File: src/rtl/alu_pkg.sv
// Shared definitions for the ALU execute stage:
// op codes, FSM state encoding and default datapath width.
package alu_pkg;

    localparam int XLEN_DEFAULT = 32;

    localparam logic [3:0] ALU_AND = 4'b0000;
    localparam logic [3:0] ALU_OR  = 4'b0001;
    localparam logic [3:0] ALU_ADD = 4'b0010;
    localparam logic [3:0] ALU_XOR = 4'b0011;
    localparam logic [3:0] ALU_SUB = 4'b0110;
    localparam logic [3:0] ALU_SLT = 4'b0111;
    localparam logic [3:0] ALU_SLL = 4'b1000;
    localparam logic [3:0] ALU_SRL = 4'b1001;
    localparam logic [3:0] ALU_SRA = 4'b1010;
    localparam logic [3:0] ALU_NOR = 4'b1100;

    typedef enum logic [1:0] {
        IDLE  = 2'd0,
        SHIFT = 2'd1,
        DONE  = 2'd2
    } state_t;

    function automatic logic is_shift(input logic [3:0] op);
        return (op == ALU_SLL) || (op == ALU_SRL) || (op == ALU_SRA);
    endfunction

endpackage

File: src/rtl/alu_shift_iter.sv
// Iterative 1-bit-per-cycle shifter: work register,
// down-counter and a last-step indication.
module alu_shift_iter #(
    parameter int XLEN = 32,
    parameter int SHW  = $clog2(XLEN)
) (
    input  logic            clk,
    input  logic            rst,
    input  logic            load,
    input  logic [3:0]      op,
    input  logic [XLEN-1:0] din,
    input  logic [SHW-1:0]  amt,
    output logic [XLEN-1:0] work_nxt,
    output logic            done
);
    import alu_pkg::*;

    logic [XLEN-1:0] work;
    logic [SHW-1:0]  count;
    logic [3:0]      mode;

    // One-bit shift of the work register according to the latched mode
    always_comb begin
        work_nxt = work;
        unique case (1'b1)
            (mode == ALU_SLL): work_nxt = {work[XLEN-2:0], 1'b0};
            (mode == ALU_SRL): work_nxt = {1'b0, work[XLEN-1:1]};
            (mode == ALU_SRA): work_nxt = {work[XLEN-1], work[XLEN-1:1]};
            default:           work_nxt = work;
        endcase
    end

    // The step that takes count from 1 to 0 is the final one
    assign done = (count == SHW'(1));

    // Load on accept, then shift and count down until exhausted
    always_ff @(posedge clk) begin
        if (rst) begin
            work  <= '0;
            count <= '0;
            mode  <= ALU_SLL;
        end else if (load) begin
            work  <= din;
            count <= amt;
            mode  <= op;
        end else if (count != '0) begin
            work  <= work_nxt;
            count <= count - 1'b1;
        end
    end

endmodule

File: src/rtl/alu_exec_unit.sv
// Registered ALU execute stage with valid/ready handshakes
// and an iterative shifter for SLL/SRL/SRA.
module alu_exec_unit #(
    parameter int XLEN = alu_pkg::XLEN_DEFAULT,
    parameter int SHW  = $clog2(XLEN)
) (
    input  logic            clk,
    input  logic            rst,
    input  logic            in_valid,
    output logic            in_ready,
    input  logic [3:0]      alu_ctrl,
    input  logic [XLEN-1:0] operand_a,
    input  logic [XLEN-1:0] operand_b,
    output logic            out_valid,
    input  logic            out_ready,
    output logic [XLEN-1:0] result,
    output logic            zero,
    output logic            busy
);
    import alu_pkg::*;

    state_t          state_q;
    state_t          state_d;
    logic [XLEN-1:0] alu_res;
    logic [XLEN-1:0] cap_val;
    logic            cap;
    logic            load;
    logic            sh_done;
    logic [XLEN-1:0] sh_next;
    logic [SHW-1:0]  shamt;

    assign shamt = operand_b[SHW-1:0];

    alu_shift_iter #(
        .XLEN(XLEN),
        .SHW (SHW)
    ) u_shift (
        .clk     (clk),
        .rst     (rst),
        .load    (load),
        .op      (alu_ctrl),
        .din     (operand_a),
        .amt     (shamt),
        .work_nxt(sh_next),
        .done    (sh_done)
    );

    // Single-cycle logical/arithmetic datapath
    always_comb begin
        alu_res = '0;
        case (alu_ctrl)
            ALU_AND: alu_res = operand_a & operand_b;
            ALU_OR:  alu_res = operand_a | operand_b;
            ALU_XOR: alu_res = operand_a ^ operand_b;
            ALU_NOR: alu_res = ~(operand_a | operand_b);
            ALU_ADD: alu_res = operand_a + operand_b;
            ALU_SUB: alu_res = operand_a - operand_b;
            ALU_SLT: alu_res = {{(XLEN-1){1'b0}},
                                ($signed(operand_a) < $signed(operand_b))};
            default: alu_res = '0;
        endcase
    end

    // Next-state, handshake outputs and result capture control
    always_comb begin
        state_d   = state_q;
        in_ready  = 1'b0;
        out_valid = 1'b0;
        busy      = 1'b0;
        load      = 1'b0;
        cap       = 1'b0;
        cap_val   = '0;
        case (state_q)
            IDLE: begin
                in_ready = 1'b1;
                if (in_valid) begin
                    if (is_shift(alu_ctrl)) begin
                        load = 1'b1;
                        if (shamt == '0) begin
                            cap     = 1'b1;
                            cap_val = operand_a;
                            state_d = DONE;
                        end else begin
                            state_d = SHIFT;
                        end
                    end else begin
                        cap     = 1'b1;
                        cap_val = alu_res;
                        state_d = DONE;
                    end
                end
            end
            SHIFT: begin
                busy = 1'b1;
                if (sh_done) begin
                    cap     = 1'b1;
                    cap_val = sh_next;
                    state_d = DONE;
                end
            end
            DONE: begin
                busy      = 1'b1;
                out_valid = 1'b1;
                if (out_ready) begin
                    state_d = IDLE;
                end
            end
            default: state_d = IDLE;
        endcase
    end

    // State register
    always_ff @(posedge clk) begin
        if (rst) begin
            state_q <= IDLE;
        end else begin
            state_q <= state_d;
        end
    end

    // Result and zero flag change only when a new result is captured
    always_ff @(posedge clk) begin
        if (rst) begin
            result <= '0;
            zero   <= 1'b0;
        end else if (cap) begin
            result <= cap_val;
            zero   <= (cap_val == '0);
        end
    end

endmodule

File: config.mk
export PLATFORM = sky130hd
export DESIGN_NAME = alu_exec_unit
export DESIGN_NICKNAME = d
export VERILOG_FILES = /design/src/rtl/alu_pkg.sv /design/src/rtl/alu_shift_iter.sv /design/src/rtl/alu_exec_unit.sv
export SDC_FILE = /design/constraint.sdc
export NUM_CORES = 1
export LEC_CHECK = 0
export BUFFER_PORTS_ARGS = -buffer_cell sky130_fd_sc_hd__buf_2
export CORE_ASPECT_RATIO = 1.4
export CORE_UTILIZATION = 57
export CTS_BUF_LIST = sky130_fd_sc_hd__clkbuf_8
export DETAILED_ROUTE_END_ITERATION = 10
export PLACE_DENSITY = 0.88
export RECOVER_POWER = 25
export REMOVE_ABC_BUFFERS = 1
export SETUP_SLACK_MARGIN = 0.2
export SKIP_LAST_GASP = 1
export SYNTH_ARGS = -nofsm -noshare
export SYNTH_HDL_FRONTEND = slang
export SYNTH_SLANG_ARGS = --single-unit
File: constraint.sdc
create_clock -name clk -period 3.2 [get_ports clk]
set_input_delay 0.32 -clock clk [delete_from_list [all_inputs] [get_ports clk]]
set_output_delay 0.32 -clock clk [all_outputs]
set_load 0.1 [all_outputs]
==> results of run 1 <==
-- cells by family after synthesis --
family,after synthesis
fa+ha+maj,106
compound gates,623
flops,76
buf+inv,232
simple gates,491
xor+xnor,23
mux,11
-- per-layer routing --
metal | track usage (%) | GRT overflow
met5 | 6.67 | 0
met4 | 63.4 | 60
met3 | 45.2 | 2
met2 | 82.3 | 76
met1 | 65.5 | 0
-- stage by stage --
step	worst slack (ns)	cell area, um^2	hold WS [ns]	util [%]	TNS, ns
after floorplan	-0.508	10100	0.389	-	-6.38
after global placement	-0.542	13500	0.438	74.4	-1.42
after detailed placement	-0.573	13500	0.444	74.4	-2.33
after CTS	0.0909	13900	0.221	76.8	0
-- timing repair --
| item | CTS |
|---|---|
| gates cloned | 0 |
| endpoints found under the setup margin | 4 |
| setup buffers | 9 |
| pin swaps | 22 |
| endpoints found under the hold margin | 0 |
| resized for setup | 42 |
==> flow_metrics.tcl, run 1 <==
set metrics [dict create \
    synth-xor-area-share_pct 1.90 \
    first_global_vias 16343 \
    synth_top_family_by_area "compound AO/OA/AOI/OAI gates" \
    cts_sinks 76 \
    io_buffers 107 \
    ys_ff_latch 76 \
    overflow 138 \
    fp-row-count 58 \
    synth_top_area_cell "dfxtp_1" \
    synth_commonest_cells "a21oi_1, nand2_1, nor2_1" \
    syn_inst 1562 \
    synth_top_area_share_pct 14.4 \
    lastStage "5_1_grt" \
    synth_fa_ha_area_share_pct 12.7 \
    ys.flop_type "dfxtp_1" \
    yosysMostFrequentCell "a21oi_1" \
    hold_buffers 0 \
    start_util_pct 58.6 \
    postSynthAreaPerCell_um2 6.78 \
    synth_area_leaders "dfxtp_1, ha_1, a21oi_1" \
    synth.mux.area_fraction_pct 1.06 \
    htreeDepth 3 \
    yosysWarnings 0 \
    hpwl_um 38200 \
    root_buffer "clkbuf_8" \
    outcome "stopped before the end" \
    grt_max_degree 77 \
    clockBufferDepth 2 \
    post-place-cells 2122 \
    globalRouteTotalUtil_pct 64.2 \
    gp_congestion 1.27 \
    io_pins 108 \
    tool.error "[ERROR GRT-0116] Global routing finished with congestion. Check the congestion regions in the DRC Viewer." \
    cts-buffers-inserted 9 \
    grt_pass1_wl_um 93600 \
    synth_cell_types 97 \
    dieWidth_um 117 \
    async_reset_ff_share_pct 0 \
    yosys.area_share.simple_pct 22.0 \
    synth-seq-area-share_pct 14.4 \
    synth_compound_area_share_pct 39.0 \
    synth_enable_flop_cells 0 \
    fp.dieH_um 163 \
    syn_area_um2 10600 \
]
==> run 2, diff against run 1 <==
- CORE_ASPECT_RATIO: 1.4 -> unset
- CORE_UTILIZATION: 57 -> 40
- CTS_BUF_LIST: sky130_fd_sc_hd__clkbuf_8 -> unset
- PLACE_DENSITY: 0.88 -> unset
- PLACE_DENSITY_LB_ADDON: unset -> 0.15
- SETUP_SLACK_MARGIN: 0.2 -> unset
- clock period: 3.2 -> 4.16 ns (I/O delays scaled with it)
==> run 2 against run 1 <==
Effect of this change: the flow now finishes without violations; synthesized cell count is the same; synthesized area is the same.
==> flow_metrics.tcl, run 2 <==
set metrics [dict create \
    p_leak_nw 5.06 \
    synth_top_area_cell "dfxtp_1" \
    layout.cells.most_common "a21oi_1" \
    stdcell_count 2018 \
    synth-seq-area-share_pct 14.4 \
    whs_ns 0.338 \
    seqCellArea_um2 1520 \
    syn_inst 1562 \
    synth_enable_flop_cells 0 \
    cp-start-kind "input port" \
    gp_congestion 1.03 \
    yosysWarnings 0 \
    min_path_type "input port to flop" \
    synth_area_leaders "dfxtp_1, ha_1, a21oi_1" \
    synth_commonest_cells "a21oi_1, nand2_1, nor2_1" \
    maxSlewHeadroom_pct 20.9 \
    drive_gt1_share_pct 15.0 \
    drv_cap 0 \
    area_growth_pct 15.6 \
    globalRouteTotalUtil_pct 37.6 \
    final_area_um2 12300 \
    vias 13119 \
    rr_startpoint "u_shift.mode[0]" \
    setup_viol 0 \
    hp-start "operand_b[4]" \
    fmax_mhz 252 \
    reg_top3 "result: 32 flops, u_shift.work: 32 flops, u_shift.count: 5 flops" \
    wl_per_cell_um 25.4 \
    clock_skew_ns 0.00984 \
    end_kind "flop" \
    synth_top_area_share_pct 14.4 \
    fp.dieH_um 165 \
    post-place-cells 2002 \
    hold_buffers 0 \
    path_clk_slew_ns 0.06 \
    hpwl_um 39900 \
    slowest_delay_ns 0.61 \
    fill_cells 2776 \
    clk_latency_ns 0.36 \
    dr.pass1.iters 6 \
    path_class "input port to flop" \
    clockBufferDepth 2 \
    htreeDepth 3 \
    final_cell_mix "a21oi_1, nand2_1, nor2_1" \
    root_buffer "clkbuf_16" \
    drtAntennaViolNets 0 \
    hold_path_end "u_shift.count[4]" \
    tightestPinTransition_ns 1.19 \
    min_path_cells 3 \
    cts-buffers-inserted 9 \
    rrSetupSlack_ns 0.39 \
    async_reset_ff_share_pct 0 \
    slowest_stage "nor4_1" \
    outcome "complete, no violations" \
    fp-row-count 59 \
    multi_input_area_um2 8150 \
    postRouteWirelength_um 51200 \
    pre_cts_ws_ns -0.0315 \
    grt_pass1_wl_um 75500 \
    reg2regPathDepth 12 \
    maxSlewViolCount 0 \
    drc 0 \
    synth_cell_types 97 \
    worst_ep_required_time_ns 4.46 \
    syn_area_um2 10600 \
    timing.final.crit_share_pct 95.4 \
    rsz0062_at_grt "false" \
    arrival_ns 4.27 \
    tns_ns 0 \
    cts_resized 0 \
    crit_chain "buf_2 -> inv_1 -> ha_1 -> inv_1 -> fa_1 -> nor2b_1 -> o2111ai_1 -> buf_4 -> a211oi_4 -> nor4_2 -> nor2_2 -> xnor2_1 -> a211oi_1 -> nand4_1 -> nor4_1 -> and4_1 -> a31o_1" \
    postSynthAreaPerCell_um2 6.78 \
    first_global_vias 12124 \
    drt-initial-drc-count 1407 \
    layout.nets 1856 \
    finalWorstSetupSlack_ns 0.190 \
    io_pins 108 \
    coreArea_um2 26100 \
    cts_sinks 76 \
    crit_top_cell "inv_1" \
    final_core_util_pct 47.0 \
    routed_via_density 6.50 \
    grt_max_degree 64 \
    ys_ff_latch 76 \
    place_area_um2 11900 \
    antenna_found_initial 0 \
    cts_tree "done" \
    reg2reg_to "zero" \
    powerDensity_nw_per_um2 352 \
    dieArea_um2 27100 \
    start_util_pct 40.7 \
    io_buffers 107 \
    yosysMostFrequentCell "a21oi_1" \
    diodes 0 \
    cts_setup_buffers 0 \
    ys.flop_type "dfxtp_1" \
    hold_violations 0 \
    dieWidth_um 165 \
    power.total_mw 4.32 \
    crit_fanout 4 \
    min_period_ns 3.97 \
    overflow 0 \
    ir_worst_vdd_mv 0.364 \
]
run 2: cell counts after synthesis:
Identical to the previous run, type by type.
run 2: how the worst max path moves through the flow:
stage,depth (start not counted),slack (ns),endpoint,start
floorplan,12,0.45,zero,state_q[0]
global placement,16,-0.09,zero,operand_b[6]
detailed placement,16,-0.03,zero,operand_b[6]
CTS,16,0.31,zero,operand_b[6]
global route,16,0.005,zero,operand_b[6]
finish,17,0.19,zero,operand_a[0]
run 2: area by class of cell:
type	instances	area share, %
multi-input cells	1254	66.5
flip-flops and latches	76	12.4
repair buffers	217	11.1
inverters	120	3.68
well taps	335	3.42
clock buffers	12	2.18
clock inverters	4	0.633
run 2: critical path: cells and delay by family:
family	cells	cell delay, ns
simple gates	6	1.73
buf+inv	4	0.49
compound gates	4	0.89
xor+xnor	1	0.14
fa+ha+maj	2	0.60
run 2: power by group:
part	internal, mW	switching (mW)	total, mW
Sequential	0.862	0.133	0.994
Clock	0.580	0.356	0.935
Combinational	0.764	1.62	2.39
run 2: cell families after synthesis:
kind of cell	count (synthesis)	synth area share, %
buf+inv	232	8.99
simple gates	491	22.0
fa+ha+maj	106	12.7
compound gates	623	39.0
mux	11	1.06
xor+xnor	23	1.90
flops	76	14.4
run 2: metal layers:
metal / wire length [um] / part of all wire [%] / track usage [%] / vias up
met3: 4440 / 8.7 / 4.65 / 186
li1: - / - / - / 5977
met5: 0 / 0 / 0 / -
met2: 22100 / 43 / 59.2 / 829
met4: 3920 / 7.7 / 25.3 / 0
met1: 20700 / 40 / 47.9 / 6127
Note: power is estimated with default switching activity, not from simulation.
